**src/rtl/decim_avg_hg.sv**
```systemverilog
// Decimating boxcar averager.
// Sums PERIOD consecutive samples, then scales the sum by K ~= 2**(CNTW+15)/PERIOD
// with a 16-step serial shift-add multiply, rounds half-up and saturates.
// One averaged sample per window, flagged by a one-cycle strobe.
module decim_avg_hg #(
    parameter int PERIOD = 350,
    parameter int CNTW   = 9,
    parameter int K      = 47934,
    parameter int DW     = 18
) (
    input  logic                 clk,
    input  logic                 rst_n,
    input  logic signed [DW-1:0] y_in,
    input  logic                 sync,
    input  logic                 clear_err,
    output logic signed [DW-1:0] y_out,
    output logic                 strobe_out,
    output logic [CNTW-1:0]      phase,
    output logic                 timing_error
);
    // Accumulator width holds PERIOD full-scale samples; the product register
    // has room for hold*K plus the rounding offset without overflow.
    localparam int AW = DW + CNTW;
    localparam int PW = AW + 17;
    localparam int SH = CNTW + 15;

    localparam logic [15:0]             KB   = 16'(K);
    localparam logic [CNTW-1:0]         LAST = CNTW'(PERIOD - 1);
    localparam logic signed [PW-1:0]    RND  = PW'(1) <<< (SH - 1);
    localparam logic signed [PW-1:0]    MAXV = (PW'(1) <<< (DW - 1)) - PW'(1);
    localparam logic signed [PW-1:0]    MINV = -(PW'(1) <<< (DW - 1));

    generate
        if (PERIOD < 18 || PERIOD > (1 << CNTW)) begin : g_period_chk
            $error("decim_avg_hg: PERIOD must be in [18, 2**CNTW]");
        end
        if (K < 0 || K > 65535) begin : g_k_chk
            $error("decim_avg_hg: K must fit in 16 unsigned bits");
        end
    endgenerate

    logic [CNTW-1:0]        cnt;
    logic [CNTW-1:0]        ph;
    logic                   dump;
    logic signed [AW-1:0]   acc;
    logic signed [AW-1:0]   sum;
    logic signed [PW-1:0]   prod;
    logic signed [PW-1:0]   mcand;
    logic signed [PW-1:0]   rnd_sum;
    logic signed [PW-1:0]   shr;
    logic signed [PW-1:0]   sat;
    logic [3:0]             mbit;
    logic                   busy;
    logic                   fin;

    assign phase = cnt;

    // Effective phase of this cycle's sample; sync restarts the window here.
    always_comb begin
        ph   = sync ? '0 : cnt;
        dump = !sync && (cnt == LAST);
        sum  = acc + AW'(y_in);
    end

    // Phase counter, accumulator and sticky timing error (set beats clear).
    always_ff @(posedge clk or negedge rst_n) begin
        if (!rst_n) begin
            cnt          <= '0;
            acc          <= '0;
            timing_error <= 1'b0;
        end else begin
            cnt <= (ph == LAST) ? '0 : ph + CNTW'(1);
            acc <= (ph == '0) ? AW'(y_in) : sum;
            if (sync && cnt != '0)
                timing_error <= 1'b1;
            else if (clear_err)
                timing_error <= 1'b0;
        end
    end

    // Serial multiply, LSB of K first. Bit 0 is folded into the dump cycle so
    // the 16 steps end in time for the round stage to strobe 17 cycles later.
    always_ff @(posedge clk or negedge rst_n) begin
        if (!rst_n) begin
            prod  <= '0;
            mcand <= '0;
            mbit  <= '0;
            busy  <= 1'b0;
            fin   <= 1'b0;
        end else begin
            fin <= 1'b0;
            if (dump) begin
                prod  <= KB[0] ? PW'(sum) : '0;
                mcand <= PW'(sum) <<< 1;
                mbit  <= 4'd1;
                busy  <= 1'b1;
            end else if (busy) begin
                if (KB[mbit])
                    prod <= prod + mcand;
                mcand <= mcand <<< 1;
                mbit  <= mbit + 4'd1;
                if (mbit == 4'd15) begin
                    busy <= 1'b0;
                    fin  <= 1'b1;
                end
            end
        end
    end

    // Round half-up via offset plus arithmetic shift, then clamp to DW bits.
    always_comb begin
        rnd_sum = prod + RND;
        shr     = rnd_sum >>> SH;
        sat     = shr;
        if (shr > MAXV)
            sat = MAXV;
        else if (shr < MINV)
            sat = MINV;
    end

    // Output register: value and strobe change together, value held otherwise.
    always_ff @(posedge clk or negedge rst_n) begin
        if (!rst_n) begin
            y_out      <= '0;
            strobe_out <= 1'b0;
        end else begin
            strobe_out <= fin;
            if (fin)
                y_out <= DW'(sat);
        end
    end

endmodule

```
**config.mk**
```make
export PLATFORM = sky130hd
export DESIGN_NAME = decim_avg_hg
export DESIGN_NICKNAME = d
export VERILOG_FILES = /design/src/rtl/decim_avg_hg.sv
export SDC_FILE = /design/constraint.sdc
export NUM_CORES = 1
export LEC_CHECK = 0
export ABC_AREA = 1
export BUFFER_PORTS_ARGS = -buffer_cell sky130_fd_sc_hd__buf_2
export CAP_MARGIN = 5
export CORE_UTILIZATION = 50
export DETAILED_ROUTE_END_ITERATION = 16
export PLACE_DENSITY = 0.73
export SLEW_MARGIN = 20
export SYNTH_ARGS = -nofsm -noshare
export SYNTH_HDL_FRONTEND = slang
export SYNTH_SLANG_ARGS = --single-unit
```
**constraint.sdc**
```tcl
create_clock -name clk -period 2.46 [get_ports clk]
set_input_delay 0 -clock clk [delete_from_list [all_inputs] [get_ports clk]]
set_output_delay 0 -clock clk [all_outputs]
set_load 0.05 [all_outputs]
```
==> results.md, run 1 <==
* WP data arrival at 2.63 ns
* RSZ-0062 raised after global routing: no
* Antenna-violating nets left at 0
* Worst ir drop on vdd at 0.5825 mV
* Layout Nets at 2006
* Tcrit/Tclk final at 0.9380
* CTS tree: done
* Die area at 0.02388 sq mm
* Worst path bufs/invs at 0
* Period minus WS final at 2.308 ns
* Synth-to-Final Area Change at 12.64%
* Initial antenna violation count at 0
* Synth Cell Area at 0.01163 sq mm
* Most common cell after layout, fill and taps aside: nand2_1
* Layout cell share with drive strength beyond 1 at 0.07188
* CP cell instances: ha_1 -> nand2_1 -> nor2_1 -> nand2_1 -> a21oi_1 -> nor2_1 -> nand2_1 -> nand2_1 -> nand3_1 -> nand2_1
* Total CTS buffers at 17
* Number of synthesized flops with an enable pin at 0
* Yosys warning total at 0
* Vias in the first global route at 11.20k
* Vias/cell at 5.361
* Critical Path Max Stage Delay at 0.49 ns
* Leakage power at 7.272 nW
* Post-synthesis async set-or-reset flop share at 1.000
* Seq cells post-synth at 148
* DIE WIDTH at 154.5 um
* Tot Pwr at 0.01797 W
* Slew headroom at 0.4866
* Postcts setup bufs at 0
* GRT overflow at 0
* RePlAce Congestion at 1.024
* CTS max path bufs at 2
* Clock Skew at 0.01240 ns
* Die H at 154.5 um
* Max-slew violation count at 0
* Total Wirelength at 34190 um
* Most frequent cells in the layout: nand2_1 (746), inv_1 (223), nor2_1 (170)
* WL per Instance at 15.51 um
* Ant diodes at 0
* Crit Path Max Fanout at 5
* Num ports at 51
* Post-synthesis cell count at 1827
* Starting Density at 0.5123
* Crit path required time at 2.79 ns
* Post-placement cell area at 0.01229 sq mm
* Yosys cell types at 44
* Worst Max-Slew Pin Slew at 0.7692 ns
* Root Buffer: clkbuf_16
* Total Routing Usage GR at 0.2985
* Worst setup EP type: flop
* Final Hold Vio Count at 0
* Vias after detailed routing at 11.82k
* Slowest-stage cell, CP: dfrtp_1
* Avg Inst Size Synth at 6.368 sq um
* Register area share after synthesis at 0.3183
* IO Port Bufs at 50
* # setup viols final at 0
* Clock Pin Slew Worst Setup and Hold Paths at 0.07 ns
* H-Tree Depth at 4
* Detailed placer's ending HPWL at 26600 um
* Most frequent CP cell: nand2_1
* Clk_lat worst skew at 0.44 ns
* Max_cap viols at 0
* Final setup TNS at 0 ns
* Pin count of the biggest net entering global routing at 61
* Startpoint Class: flop
* Residual DRC at 0
* Pre-Repair DR Iteration Count at 6
* PD cells at 1371 mW/mm^2
* Core region area at 0.02271 sq mm
* First-pass GRT wire length at 56360 um
* Syn_nets at 1926
* HP Class: input port to flop
* Max Clk Rate at 0.4334 GHz
* Row count at 55
* Reg2Reg Setup Slack at 0.15 ns
* Top delay family on crit path: simple AND/OR/NAND/NOR gates
* DRT iter0 DRCs at 768
* CP Class: flop to flop
* Final Cell Area at 0.01311 sq mm
* Sink Count at 148
* Status: complete, no violations
* Most common flop cell mapped by yosys: dfrtp_1
-- where the power goes --
part           internal, W  leakage [nW]  switching, W
Clock              0.00152         0.285       0.00118
Combinational      0.00356          5.15       0.00744
Sequential         0.00342          1.84      0.000851
-- final timing paths --
kind,startpoint,end,depth (start not counted)
min in group asynchronous,rst_n,prod[7],2
max in group asynchronous,rst_n,mcand[28],3
worst max-delay path,prod[35],prod[37],10
worst max register to register,prod[35],prod[37],10
worst min-delay path,sync,phase[5],4
worst min register to register,y_out[12],y_out[12],2
-- cells in the mapped netlist (7+ instances only) --
master,number,area (sq um)
xor2_1,20,175.2
o211ai_1,7,52.55
buf_2,15,75.07
xnor2_1,15,131.4
nand2_1,749,2811
dfrtp_1,148,3704
a21o_1,7,52.55
nand3b_1,12,90.09
nand4_1,20,125.1
o21bai_1,15,112.6
nor2_1,170,638.1
clkbuf_1,15,56.30
o21ai_0,78,390.4
nand3_1,95,475.5
inv_1,223,837.1
nor3_1,16,80.08
nand2_2,8,50.05
ha_1,75,938.4
a21oi_1,88,440.4
-- registers in the layout, summed over array words and instances (netlist names) --
signal / flops
mcand: 43
mbit: 4
fin: 1
acc: 27
timing_error: 1
busy: 1
strobe_out: 1
y_out: 18
prod: 43
phase: 9
-- layout make-up --
type / instances / area (sq um)
Clock buffer: 17 / 425.4
Multi-Input combinational cell: 1416 / 6923
Tap cell: 285 / 356.6
Sequential cell: 148 / 3704
Inverter: 229 / 859.6
Clock inverter: 15 / 167.7
Timing Repair Buffer: 95 / 669.4
Fill cell: 2219 / 9604
-- metrics by stage --
stage	cells	setup WS, ns	hold slack [ns]	utilization
finish	2205	0.1525	0.02224	0.5771
global route	2205	0.01176	0.09004	0.5771
CTS	2205	0.07041	0.006522	0.5762
floorplan	1827	0.4855	-0.2956	-
detailed placement	2153	0.08469	0.04339	0.5413
global placement	2153	0.05264	0.03545	0.5413
-- what timing repair did --
action,CTS,global route
hold buffers,20,0
endpoints found under the setup margin,0,6
hold endpoints to repair,76,0
gates resized for setup,0,6
-- tightest hold or removal path, cell delays in order --
cell and delay [ns]:
buf_2 0.21, o21ai_0 0.11, nand2_1 0.07, nor2_1 0.04
-- per-layer routing --
layer	share of wire	up-vias	GRT usage
met5	0	-	0
met2	0.45	366	0.4842
met3	0.062	82	0.04455
li1	-	5930	-
met4	0.035	0	0.1193
met1	0.45	5444	0.4001
-- cell families after synthesis --
logic type	Yosys count	synth area share
simple gates	1092	0.3808
buf+inv	263	0.08840
compound gates	212	0.1021
flops	148	0.3183
fa+ha+maj	77	0.08410
xor+xnor	35	0.02635
(Power assumes the default switching activity.)
==> inputs of run 2 (changes only) <==
--- a/config.mk
+++ b/config.mk
@@ -8,9 +8,9 @@
 export ABC_AREA = 1
 export BUFFER_PORTS_ARGS = -buffer_cell sky130_fd_sc_hd__buf_2
 export CAP_MARGIN = 5
-export CORE_UTILIZATION = 50
+export CORE_UTILIZATION = 35
 export DETAILED_ROUTE_END_ITERATION = 16
-export PLACE_DENSITY = 0.73
+export PLACE_DENSITY = 0.56
 export SLEW_MARGIN = 20
 export SYNTH_ARGS = -nofsm -noshare
 export SYNTH_HDL_FRONTEND = slang
==> run 2 against run 1 <==
Net effect: register-to-register slack got worse by 0.03 ns; utilization decreased by 17 points; global-route usage decreased by 8.3 points; largest cell class unchanged; largest power group unchanged; sequential share of layout area decreased by 0.51 points; count of clock-buffer cells in the layout increased by 1; routed wire length increased by 1.1%.
==> results.md, run 2 (synthesis results as in run 1) <==
* # setup viols final at 0
* Post-placement cell area at 0.01248 sq mm
* Leakage power at 7.282 nW
* CTS max path bufs at 2
* CP Class: flop to flop
* Postcts setup bufs at 0
* GRT overflow at 0
* Clk_lat worst skew at 0.45 ns
* Switching Fraction at 0.5167
* Slowest-stage cell, CP: dfrtp_1
* Filler cells at 3513
* Combinational Power Share at 0.601
* Placed Cells at 2309
* Largest registers: mcand: 43 flops, prod: 43 flops, acc: 27 flops
* Die area at 0.03398 sq mm
* Max Clk Rate at 0.4269 GHz
* Tcrit/Tclk final at 0.9521
* Pin count of the biggest net entering global routing at 62
* Internal at 0.008715 W
* Num ports at 51
* Starting Density at 0.3567
* Row count at 66
* Initial antenna violation count at 0
* Detailed placer's ending HPWL at 26880 um
* Vias after detailed routing at 11.59k
* Post-Layout Cell Count at 2362
* Layout cell share with drive strength beyond 1 at 0.07031
* Max-slew violation count at 0
* Worst setup EP type: flop
* Clk pwr share at 0.160
* WP data arrival at 2.66 ns
* Launch point of the critical path: prod[23]
* Period minus WS final at 2.342 ns
* Max_cap viols at 0
* Clock Skew at 0.01262 ns
* Worst path bufs/invs at 0
* Antenna-violating nets left at 0
* Ant diodes at 0
* Most common cell after layout, fill and taps aside: nand2_1
* Tot Pwr at 0.01803 W
* Status: complete, no violations
* Top delay family on crit path: compound AO/OA/AOI/OAI gates
* Cell depth of the worst setup path at 7
* Sequential power share at 0.240
* IO Port Bufs at 50
* First-pass GRT wire length at 57250 um
* Worst ir drop on vdd at 0.5439 mV
* Final Cell Area at 0.01335 sq mm
* PD cells at 1351 mW/mm^2
* Die H at 184.3 um
* Clock Pin Slew Worst Setup and Hold Paths at 0.07 ns
* HP Class: input port to async pin
* Slew headroom at 0.4902
* Crit path required time at 2.77 ns
* WL per Instance at 14.63 um
* Switching power at 0.009319 W
* Crit Path Max Fanout at 5
* Final setup TNS at 0 ns
* CP Capture Point: prod[24]
* CP cell instances: ha_1 -> a21oi_1 -> o21ai_0 -> a21oi_1 -> nand3_1 -> o21ai_0 -> nand2_1
* CTS tree: done
* Reg2Reg Setup Slack at 0.12 ns
* RSZ-0062 raised after global routing: no
* Total CTS buffers at 17
* Sink Count at 148
* Reg2reg end: prod[24]
* Synth-to-Final Area Change at 14.71%
* Total Wirelength at 34560 um
* Final Hold Vio Count at 0
* Critical Path Max Stage Delay at 0.49 ns
* Layout Nets at 2006
* Worst Max-Slew Pin Slew at 0.7638 ns
* R2R depth at 7
* Vias/cell at 4.906
* Vias in the first global route at 11.34k
* Core region area at 0.03262 sq mm
* DRT iter0 DRCs at 701
* DIE WIDTH at 184.3 um
* Total Routing Usage GR at 0.2154
* Residual DRC at 0
* Worst flop-to-flop path startpoint: prod[23]
* Root Buffer: clkbuf_16
* H-Tree Depth at 4
* Pre-Repair DR Iteration Count at 5
* Startpoint Class: flop
* Most frequent cells in the layout: nand2_1 (748), inv_1 (223), nor2_1 (170)
* RePlAce Congestion at 0.9644
==> run 2: cell types whose count changed in the layout (fill, tap and decap cells not counted), sizes merged <==
cell	previous run	this run
bufinv	2	4
clkinvlp	3	5
dlygate4sd3	20	21
inv	235	230
clkbuf	17	18
buf	75	74
==> run 2: stage by stage <==
stage / hold slack, ns / worst slack [ns] / util
detailed placement: 0.02745 / 0.1010 / 0.3826
floorplan: -0.2956 / 0.4855 / -
global route: 0.1635 / 0.005944 / 0.4092
global placement: 0.03207 / 0.1212 / 0.3826
CTS: 0.1321 / 0.07374 / 0.4087
finish: 0.1061 / 0.1177 / 0.4092
==> run 2: power groups by stage <==
stage	Combinational, W	Sequential (W)	Clock, W
after floorplan	0.00758	0.00447	0
after global placement	0.0106	0.00432	0
after detailed placement	0.0107	0.00434	0
after CTS	0.0108	0.00431	0.00295
after global routing	0.0123	0.00442	0.00305
final	0.0108	0.00432	0.00288
==> run 2: worst min path at each step <==
stage,depth (start not counted),slack (ns),to
floorplan,0,-0.30,acc[0]
CTS,2,0.13,prod[5]
finish,2,0.11,prod[5]
global placement,1,0.03,timing_error
detailed placement,1,0.03,timing_error
global route,2,0.16,prod[5]
==> run 2: area by class of cell <==
| class | count | area [sq um] | area share |
|---|---|---|---|
| multi-input cells | 1416 | 6918 | 0.5183 |
| flip-flops and latches | 148 | 3704 | 0.2775 |
| inverters | 229 | 859.6 | 0.06440 |
| repair buffers | 95 | 671.9 | 0.05034 |
| well taps | 442 | 553.0 | 0.04144 |
| clock buffers | 18 | 439.2 | 0.03291 |
| clock inverters | 14 | 201.4 | 0.01509 |
==> run 2: layer usage <==
metal / track usage / routed length [um] / vias to the layer above
met3: 0.02371 / 1239 / 56
met5: 0 / 0 / -
met4: 0.07767 / 881 / 0
li1: - / - / 5941
met2: 0.3454 / 15390 / 243
met1: 0.2977 / 17050 / 5348
==> run 2: timing repair <==
item / CTS / global route
setup endpoints to repair: 0 / 6
hold endpoints to repair: 75 / 0
resized for setup: 0 / 4
hold buffers: 21 / 0
==> inputs of run 3 (changes only) <==
--- a/config.mk
+++ b/config.mk
@@ -10,7 +10,7 @@
 export CAP_MARGIN = 5
 export CORE_UTILIZATION = 35
 export DETAILED_ROUTE_END_ITERATION = 16
-export PLACE_DENSITY = 0.56
+export PLACE_DENSITY = 0.53
 export SLEW_MARGIN = 20
 export SYNTH_ARGS = -nofsm -noshare
 export SYNTH_HDL_FRONTEND = slang
==> run 3 against run 2 <==
Net effect: setup slack improved by 0.10 ns; worst hold slack improved by 0.012 ns; sequential power about the same; register-to-register slack improved by 0.10 ns; critical path depth increased by 5; utilization unchanged; non-clock buffer count unchanged; routed wire length increased by 2.0%; via count decreased by 0.74%; largest power group unchanged.
==> results.md, run 3 (synthesis results as in run 1) <==
* Clk pwr share at 0.161
* Placed Cells at 2308
* Max Clk Rate at 0.4468 GHz
* Clock Pin Slew Worst Setup and Hold Paths at 0.07 ns
* Most common cell after layout, fill and taps aside: nand2_1
* Antenna-violating nets left at 0
* Combinational Power Share at 0.600
* Most frequent CP cell: nand2_1
* CP Class: flop to flop
* Sequential power share at 0.239
* Status: complete, no violations
* Row count at 66
* Most frequent cells in the layout: nand2_1 (748), inv_1 (222), nor2_1 (170)
* Worst flop-to-flop path startpoint: mcand[13]
* Clock Skew at 0.01105 ns
* Num ports at 51
* RSZ-0062 raised after global routing: no
* Crit Path Max Fanout at 5
* Vias/cell at 4.872
* CP cell instances: ha_1 -> nand2_1 -> nor2_1 -> nand2_1 -> inv_1 -> nand3_1 -> nand3_1 -> nand2_1 -> nand2_1 -> nand2_1 -> nand3_1 -> nand2_1
* Switching Fraction at 0.5180
* # setup viols final at 0
* Root Buffer: clkbuf_16
* Layout Nets at 2006
* R2R depth at 12
* Initial antenna violation count at 0
* RePlAce Congestion at 0.9527
* Largest registers: mcand: 43 flops, prod: 43 flops, acc: 27 flops
* Vias after detailed routing at 11.50k
* Core region area at 0.03262 sq mm
* Slowest-stage cell, CP: dfrtp_1
* Die H at 184.3 um
* DIE WIDTH at 184.3 um
* Internal at 0.008756 W
* Slew headroom at 0.4904
* Max-slew violation count at 0
* Synth-to-Final Area Change at 14.71%
* First-pass GRT wire length at 57660 um
* HP Class: input port to async pin
* Core Util, Final at 0.4092
* Clk_lat worst skew at 0.46 ns
* DRT iter0 DRCs at 705
* CTS tree: done
* Total Wirelength at 35240 um
* Switching power at 0.009410 W
* Tcrit/Tclk final at 0.9098
* CTS max path bufs at 2
* PD cells at 1361 mW/mm^2
* H-Tree Depth at 4
* Leakage power at 7.283 nW
* WHS at 0.1183 ns
* Filler cells at 3532
* Pin count of the biggest net entering global routing at 62
* Pre-Repair DR Iteration Count at 5
* Vias in the first global route at 11.00k
* Final setup TNS at 0 ns
* Starting Density at 0.3567
* Max_cap viols at 0
* Die area at 0.03398 sq mm
* Worst setup EP type: flop
* WP data arrival at 2.58 ns
* Post-Layout Cell Count at 2361
* Detailed placer's ending HPWL at 27420 um
* Total CTS buffers at 17
* Residual DRC at 0
* Critical Path Max Stage Delay at 0.45 ns
* Layout cell share with drive strength beyond 1 at 0.06931
* GRT overflow at 0
* Reg2reg end: prod[38]
* IO Port Bufs at 50
* Total Routing Usage GR at 0.2191
* Ant diodes at 0
* Sink Count at 148
* Final Hold Vio Count at 0
* Worst ir drop on vdd at 0.6445 mV
* Reg2Reg Setup Slack at 0.22 ns
* WL per Instance at 14.92 um
* Worst Max-Slew Pin Slew at 0.7635 ns
* Startpoint Class: flop
* Crit path required time at 2.81 ns
* Period minus WS final at 2.238 ns
[run 3: per-layer routing]
metal,global-route usage,wire (um),vias up
met5,0,0,-
met4,0.05500,513,0
met3,0.03063,1258,36
met2,0.3515,15610,212
met1,0.3073,17850,5316
li1,-,-,5938
[run 3: through the flow]
step | cell area, sq um | setup WS, ns | total power, W
3_3_place_gp | 12470 | 0.1210 | 0.01504
6_report | 13350 | 0.2218 | 0.01817
4_1_cts | 13320 | 0.04574 | 0.01816
5_1_grt | 13350 | 0.009598 | 0.01998
3_5_place_dp | 12470 | 0.07551 | 0.01511
2_1_floorplan | 11630 | 0.4855 | 0.01205
[run 3: worst max-delay path by stage]
stage / endpoint / from / slack (ns)
after floorplan: acc[7] / phase[0] / 0.49
after global placement: prod[41] / mcand[1] / 0.12
after detailed placement: prod[41] / mcand[1] / 0.08
after CTS: prod[41] / mcand[1] / 0.05
after global routing: prod[39] / mcand[1] / 0.01
final: prod[38] / mcand[13] / 0.22
[run 3: layout make-up]
cell class,instances,area (sq um),area share
clock buffers,18,429.2,0.03216
clock inverters,13,209.0,0.01566
multi-input cells,1416,6920,0.5185
flip-flops and latches,148,3704,0.2775
well taps,442,553.0,0.04144
inverters,229,859.6,0.06440
repair buffers,95,671.9,0.05034
[run 3: critical path, delay by kind of cell (launching register included)]
family                   cells  cell delay (ns)
adder cells (fa/ha/maj)      1             0.38
flip-flops                   1             0.45
AND/OR/NAND/NOR             10             1.23
buffers and inverters        1             0.08
[run 3: what timing repair did]
action / CTS / global route
hold endpoints to repair: 78 / 0
endpoints found under the setup margin: 0 / 24
setup buffers: 0 / 1
hold buffers: 21 / 0
resized for setup: 0 / 5
[run 3: power groups by stage]
stage	logic (W)	registers (W)	clock network, W
final	0.0109	0.00433	0.00293
after global routing	0.0124	0.00444	0.00311
after CTS	0.0108	0.00433	0.00300
after detailed placement	0.0108	0.00435	0
after global placement	0.0107	0.00434	0
after floorplan	0.00758	0.00447	0
